`config.mk`:
```
export PLATFORM = sky130hd
export DESIGN_NAME = rfid_fm0_tx
export DESIGN_NICKNAME = d
export VERILOG_FILES = /design/src/rtl/rfid_fm0_tx.sv
export SDC_FILE = /design/constraint.sdc
export NUM_CORES = 1
export LEC_CHECK = 0
export ABC_AREA = 0
export BUFFER_PORTS_ARGS = -buffer_cell sky130_fd_sc_hd__buf_4
export CAP_MARGIN = 20
export CORE_AREA = 2 2 140 142
export CTS_CLUSTER_SIZE = 30
export DETAILED_ROUTE_END_ITERATION = 7
export DIE_AREA = 0 0 142 144
export SKIP_LAST_GASP = 1
export SLEW_MARGIN = 15
export SYNTH_ARGS = -nofsm -noshare
export SYNTH_HDL_FRONTEND = slang
export SYNTH_SLANG_ARGS = --single-unit
```
`constraint.sdc`:
```
create_clock -name clock -period 3.7 [get_ports clock]
set_input_delay 0.925 -clock clock [delete_from_list [all_inputs] [get_ports clock]]
set_output_delay 0.925 -clock clock [all_outputs]
set_load 0.02 [all_outputs]
```
`src/rtl/rfid_fm0_tx.sv`:
```
// rtl/rfid_fm0_tx.sv - FM0 backscatter encoder: preamble, MSB-first payload, dummy data-1 end-of-signalling.
module rfid_fm0_tx #(
  parameter logic [11:0] PREAMBLE = 12'b110100100011
) (
  input  logic         clock,
  input  logic         reset_n,
  input  logic [127:0] data_in,
  input  logic [7:0]   bit_count,
  input  logic         tx_start,
  input  logic         blf_tick,
  output logic         tx_out,
  output logic         busy,
  output logic         done
);

  typedef enum logic [1:0] {S_IDLE, S_PREAMBLE, S_DATA, S_EOS} state_t;

  state_t       state, state_nxt;
  logic [127:0] shreg, shreg_nxt;
  logic [7:0]   bits, bits_nxt;
  logic [7:0]   bit_idx, bit_idx_nxt;
  logic [3:0]   half, half_nxt;
  logic         tx_nxt, busy_nxt, done_nxt;

  always_ff @(posedge clock or negedge reset_n) begin
    if (!reset_n) begin
      state   <= S_IDLE;
      shreg   <= '0;
      bits    <= '0;
      bit_idx <= '0;
      half    <= '0;
      tx_out  <= 1'b0;
      busy    <= 1'b0;
      done    <= 1'b0;
    end else begin
      state   <= state_nxt;
      shreg   <= shreg_nxt;
      bits    <= bits_nxt;
      bit_idx <= bit_idx_nxt;
      half    <= half_nxt;
      tx_out  <= tx_nxt;
      busy    <= busy_nxt;
      done    <= done_nxt;
    end
  end

  always_comb begin
    state_nxt   = state;
    shreg_nxt   = shreg;
    bits_nxt    = bits;
    bit_idx_nxt = bit_idx;
    half_nxt    = half;
    tx_nxt      = tx_out;
    busy_nxt    = busy;
    done_nxt    = 1'b0;
    case (state)
      S_IDLE: begin
        tx_nxt   = 1'b0;
        busy_nxt = 1'b0;
        // A coincident blf_tick is deliberately not consumed here.
        if (tx_start) begin
          shreg_nxt   = data_in;
          bits_nxt    = (bit_count > 8'd128) ? 8'd128 : bit_count;
          bit_idx_nxt = '0;
          half_nxt    = '0;
          busy_nxt    = 1'b1;
          state_nxt   = S_PREAMBLE;
        end
      end
      S_PREAMBLE: begin
        if (blf_tick) begin
          tx_nxt = PREAMBLE[4'd11 - half];
          if (half == 4'd11) begin
            half_nxt  = '0;
            state_nxt = (bits == 8'd0) ? S_EOS : S_DATA;
          end else begin
            half_nxt = half + 4'd1;
          end
        end
      end
      S_DATA: begin
        if (blf_tick) begin
          if (!half[0]) begin
            tx_nxt   = ~tx_out;
            half_nxt = 4'd1;
          end else begin
            // Second half repeats the first for a 1 and inverts it for a 0.
            tx_nxt      = shreg[127] ? tx_out : ~tx_out;
            half_nxt    = '0;
            shreg_nxt   = {shreg[126:0], 1'b0};
            bit_idx_nxt = bit_idx + 8'd1;
            if (bit_idx_nxt == bits) state_nxt = S_EOS;
          end
        end
      end
      S_EOS: begin
        if (blf_tick) begin
          if (half == 4'd0) begin
            tx_nxt   = ~tx_out;
            half_nxt = 4'd1;
          end else if (half == 4'd1) begin
            half_nxt = 4'd2;
          end else begin
            tx_nxt      = 1'b0;
            busy_nxt    = 1'b0;
            done_nxt    = 1'b1;
            half_nxt    = '0;
            bit_idx_nxt = '0;
            state_nxt   = S_IDLE;
          end
        end
      end
      default: state_nxt = S_IDLE;
    endcase
  end

endmodule

```
### Word-level counts from Yosys, hierarchy flattened

Memory sizes are Yosys's and may differ from the RTL's.
Cells that the tools add are included.

* $add $sub $neg: 3
* order comparisons: 2
* eq/ne operators: 17
* multiplexer cells: 49
* bitwise gates (word level): 1
* reductions and logical operators: 13

Operators with widths (number)
* $mux 128: 3
* $pmux 128 s2: 1
* $mux 8: 7
* $pmux 8 s3: 1
* $mux 2: 11
* $mux 4: 5
* $ne 2x2->1 const B: 9
* $mux 1: 17
* $pmux 4 s4: 1
* $reduce_and 4->1: 3
* $reduce_and 9->1: 1
* $add 8x1->8 const B: 1
* $eq 8x8->1: 1
* $gt 8x8->1 const B: 1
* $logic_not 8->1: 1
* $pmux 2 s4: 1
* $reduce_and 7->1: 1
* $ne 3x3->1 const B: 2
* $lt 4x5->1 const B: 1
* $reduce_and 5->1: 1
* $add 4x1->4 const B: 1
* $eq 2x2->1 const B: 2
* $eq 4x1->1 const B: 1
* $eq 4x4->1 const B: 1
* other kinds (10): 11

* flip-flop bits (word level): 153
* memory bits (read-only): 16
* input bits: 140
* output and inout bits: 3
* logic and storage cells: 94
* memories kept: 1

Memory list
* (no name shown): depth 16, width 1, read ports 1, clocked after Yosys merged registers in 0, write ports 0, line 72 `tx_nxt = PREAMBLE[4'd11 - half];`

### Logic depth before layout (Yosys ltp)

* depth in word-level cells: 6
* depth in mapped cells: 10
* gate-level depth less buffers: 8

### Worst setup path after synthesis

Ideal clock, no wire load.

* kind: register to register
* from: reg half[0]
* to: reg bit_idx[2]
* library setup time: 0.121 ns
* arrival: 2.125 ns
* required time: 3.579 ns
* setup slack: 1.454 ns
* cell stages (with the launch flop): 10
* path buffers: 2
* clock period less this slack: 2.246 ns
* path through: dfrtp_1 clkbuf_1 inv_1 ha_1 o21ai_0 nand2_1 a21o_1 buf_2 a21o_1 a22o_2

* longest elaborated chain between the ends: 3
* elaborated cells between the ends (all ways): 6
* classes of those cells: eq/ne: 4; reduce/logical: 2

Ends and longest elaborated chain
* from (decl): line 22 `logic [3:0] half, half_nxt;`
* from (signal assigned): line 40 `half <= half_nxt;`
* $eq 4x1->1 / $logic_not 4->1 (equally long branches): line 101, 98
* $ne 2x2->1 (no source line)
* $reduce_and 7->1 (no source line) (*)
* to (signal assigned): line 39 `bit_idx <= bit_idx_nxt;`
* to (decl): line 21 `logic [7:0] bit_idx, bit_idx_nxt;`

Every way passes the cells marked *; elsewhere a longest branch is shown, timed or not.
A chain may end at the register's enable or synchronous reset.

### Worst setup path after layout

* from: reg state[0]
* to: reg shreg[80]

* longest elaborated chain between the ends: 3
* elaborated cells between the ends (all ways): 8
* classes of those cells: eq/ne: 4; mux: 1; reduce/logical: 3

Ends and longest elaborated chain
* from (decl): line 18 `state_t state, state_nxt;`
* from (signal assigned): line 36 `state <= state_nxt;`
* $eq 2x2->1 / $logic_not 2->1 (equally long branches): line 56 `case (state)`
* $ne 2x2->1 (no source line) / $reduce_bool 2->1 (equally long branches)
* $reduce_and 4->1 (no source line)
* to (signal assigned): line 37 `shreg <= shreg_nxt;`
* to (decl): line 19 `logic [127:0] shreg, shreg_nxt;`

Parallel ways exist; a longest one is shown, timed or not.

==> summary.txt <==
Placement
  – I/O Buffers: 142
  – Placement Setup Slack: 1.11 ns
  – Post-DP HPWL: 10.8 mm
  – Placer congestion estimate: 0.773

Final layout
  – Multi-input logic area: 3450 um^2
  – Layout cell share with drive strength beyond 1: 22.4%
  – Register area: 3830 um^2
  – Synth-to-layout area growth: 25.8%
  – Diode count: 0
  – Fin nets: 1018
  – Fillers: 1792

Timing
  – Clock Skew: 0.00929 ns
  – Final setup margin: 1.11 ns
  – Setup TNS: 0 ns
  – Max_slew headroom: 43.5%
  – RSZ-0062 raised after global routing: false
  – Final Hold Viols: 0
  – Tcrit/Tclk final: 70.1%
  – Slew Viols, Final: 0
  – Final setup viols: 0
  – Max Fclk: 0.385 GHz
  – Worst Tran Pin Value: 0.848 ns
  – Fin crit period: 2.59 ns
  – Hold Slack: 0.466 ns

Floorplanning
  – DIE WIDTH: 142 um
  – Core area: 19100 um^2
  – Top Ports: 143
  – Initial Util: 39.2%
  – Full die area: 20400 um^2
  – Row cnt: 51
  – Die Ht: 144 um

Worst setup path
  – CP cell instances: inv_1, ha_4, buf_4, buf_4, mux2i_1, a21oi_1
  – Slowest stage cell on the critical path: buf_4
  – Slowest stage delay, CP: 0.64 ns
  – Worst Path Required: 3.99 ns
  – CP Class: flip-flop to flip-flop
  – Worst EP arrival: 2.89 ns
  – CP Buf/Inv Count: 3
  – Family with the most delay on the worst path: buffers and inverters
  – Startpoint Class: flip-flop
  – Max Fanout on Critical Path: 40
  – CP dominant cell by count: buf_4
  – Critical Path Sink Type: flip-flop

Synthesis
  – Mux cell area share after synthesis: 18.0%
  – Synthesized cell area: 7480 um^2
  – Synth Area in Simple Gates: 11.4%
  – Number of distinct library cells after synthesis: 51
  – Synth top cells by count: dfrtp_1, nor2_1, a21oi_1, mux2i_1, clkbuf_1
  – Area fraction in compound gates after synthesis: 13.3%
  – Mapped Cells: 744
  – Top_reg_cell synth: dfrtp_1
  – Adder-cell share of the synthesized area: 2.01%
  – Avg Inst Size Synth: 10.1 um^2
  – Post-synthesis sequential area ratio: 51.2%
  – Yosys warnings: 0
  – Synth area leaders: dfrtp_1, mux2i_1, a21oi_1
  – Largest family of logic cells by synthesized area: multiplexers
  – Largest area contributor in the netlist: dfrtp_1
  – Xor/xnor share of the synthesized area: 1.05%
  – Top cell type's share of synthesized area: 51.2%
  – Yosys reg bits: 153
  – Most numerous cell in the Yosys netlist: dfrtp_1
  – Ys async rst share: 100%
  – Net Count, Synth: 896
  – EDFF count, synth: 0

Status
  – Status: finished, final reports clean

Pwr
  – Gate power share: 40.4%
  – Int Pwr: 4.93 mW
  – Leak: 4.07 nW
  – Clock power share: 22.6%
  – Switching share of power: 37.9%
  – PwrDens: 844 nW/um^2
  – Sequential cell fraction of total power: 37.0%
  – VDD IR max: 356 uV
  – Total Power: 7.95 mW
  – Sw Pwr: 3.01 mW

CTS
  – Max Root-Sink Buffers: 2
  – Total CTS buffers: 17
  – Number of clock sinks: 153
  – Post-CTS sizing: 0
  – # hold bufs at CTS: 0
  – Worst-path clk slew: 0.07 ns
  – TritonCTS clock tree: done
  – H-Tree Depth: 4
  – Post-CTS setup buffers: 0
  – Root Driver: clkbuf_16
  – Worst-skew pair later-pin latency: 0.42 ns

Detailed routing
  – Via count: 5589
  – Antenna Nets Post-Route: 0
  – Drt total wl: 16.1 mm
  – DR pass1 iterations: 5
  – WL/cell: 14.4 um
  – Vias per cell: 5.00
  – DRT iter0 DRCs: 245
  – DRC errors left: 0

Hold path
  – Hold Crit Class: input port to async pin

Flow run
  – Max-cap violations: 0

GRT
  – Pin count of the biggest net entering global routing: 78
  – Gr ovfl total: 0
  – All-Layer GR Usage: 16.4%
  – Antenna violations before repair: 0
  – Vias in the first global route: 5448
  – First-pass GRT wire length: 26.8 mm
-- metal layers --
layer  vias up  share of wire, %  GRT usage (%)
li1       2853                 -              -
met4         0               1.5           5.63
met1      2618                47           22.4
met3        19               4.7           4.30
met2        99                47           25.4
met5         -                 0              0
-- final timing paths --
kind	from	to	slack, ns	cells after the start
worst max-delay path	state[0]	shreg[80]	1.11	6
worst min-delay path	reset_n	bits[4]	0.47	1
worst max register to register	state[0]	shreg[80]	1.11	6
worst min register to register	busy	busy	0.51	1
max in group asynchronous	reset_n	shreg[71]	2.49	2
min in group clock	busy	busy	0.51	1
-- power by group through the flow --
stage	Sequential, mW	Combinational [mW]	Clock, mW
after floorplan	2.84	2.57	0
after global placement	2.96	3.18	0
after detailed placement	2.97	3.24	0
after CTS	2.95	3.25	1.84
after global routing	3.05	3.65	1.93
final	2.94	3.21	1.80
-- final cells by class --
type	instances	share of cell area, %
inverters	8	0.319
clock buffers	19	4.81
clock inverters	13	1.65
well taps	238	3.16
flip-flops and latches	153	40.7
multi-input cells	534	36.7
repair buffers	152	12.7
-- logic make-up after synthesis --
logic type / count (synthesis)
XOR/XNOR: 9
flip-flops: 153
AO/OA/AOI/OAI: 181
adder cells (fa/ha/maj): 12
buffers and inverters: 57
multiplexers: 134
AND/OR/NAND/NOR: 198
-- per-stage QoR --
stage	cells	utilization (%)	cell area [um^2]
final	1117	49.3	9410
after global placement	1085	46.1	8800
after global routing	1117	49.3	9410
after detailed placement	1085	46.1	8800
after CTS	1117	49.3	9410
after floorplan	744	-	7480
-- state kept, by name, summed over array words and instances (netlist names) --
name and flops:
tx_out 1, state 2, done 1, busy 1, shreg 128, half 4, bit_idx 8, bits 8
-- layout by cell type, fill, tap and decap left out, types with 2 or more instances in the layout --
cell / n
a211oi_1: 2
a21o_1: 5
a21oi_1: 131
a22o_1: 4
a311o_1: 2
a31oi_1: 2
and3_4: 2
buf_12: 4
buf_4: 147
bufinv_16: 2
clkbuf_16: 17
clkbuf_8: 2
clkinv_4: 3
dfrtp_1: 153
ha_1: 11
inv_1: 7
inv_6: 6
mux2_2: 3
mux2i_1: 130
nand2_1: 26
nand2b_1: 8
nand3_1: 5
nor2_1: 138
nor2b_1: 3
nor3_1: 4
o21ai_0: 19
o31ai_1: 3
xnor2_1: 5
xor2_1: 4
Note: power is estimated with default switching activity, not from simulation.
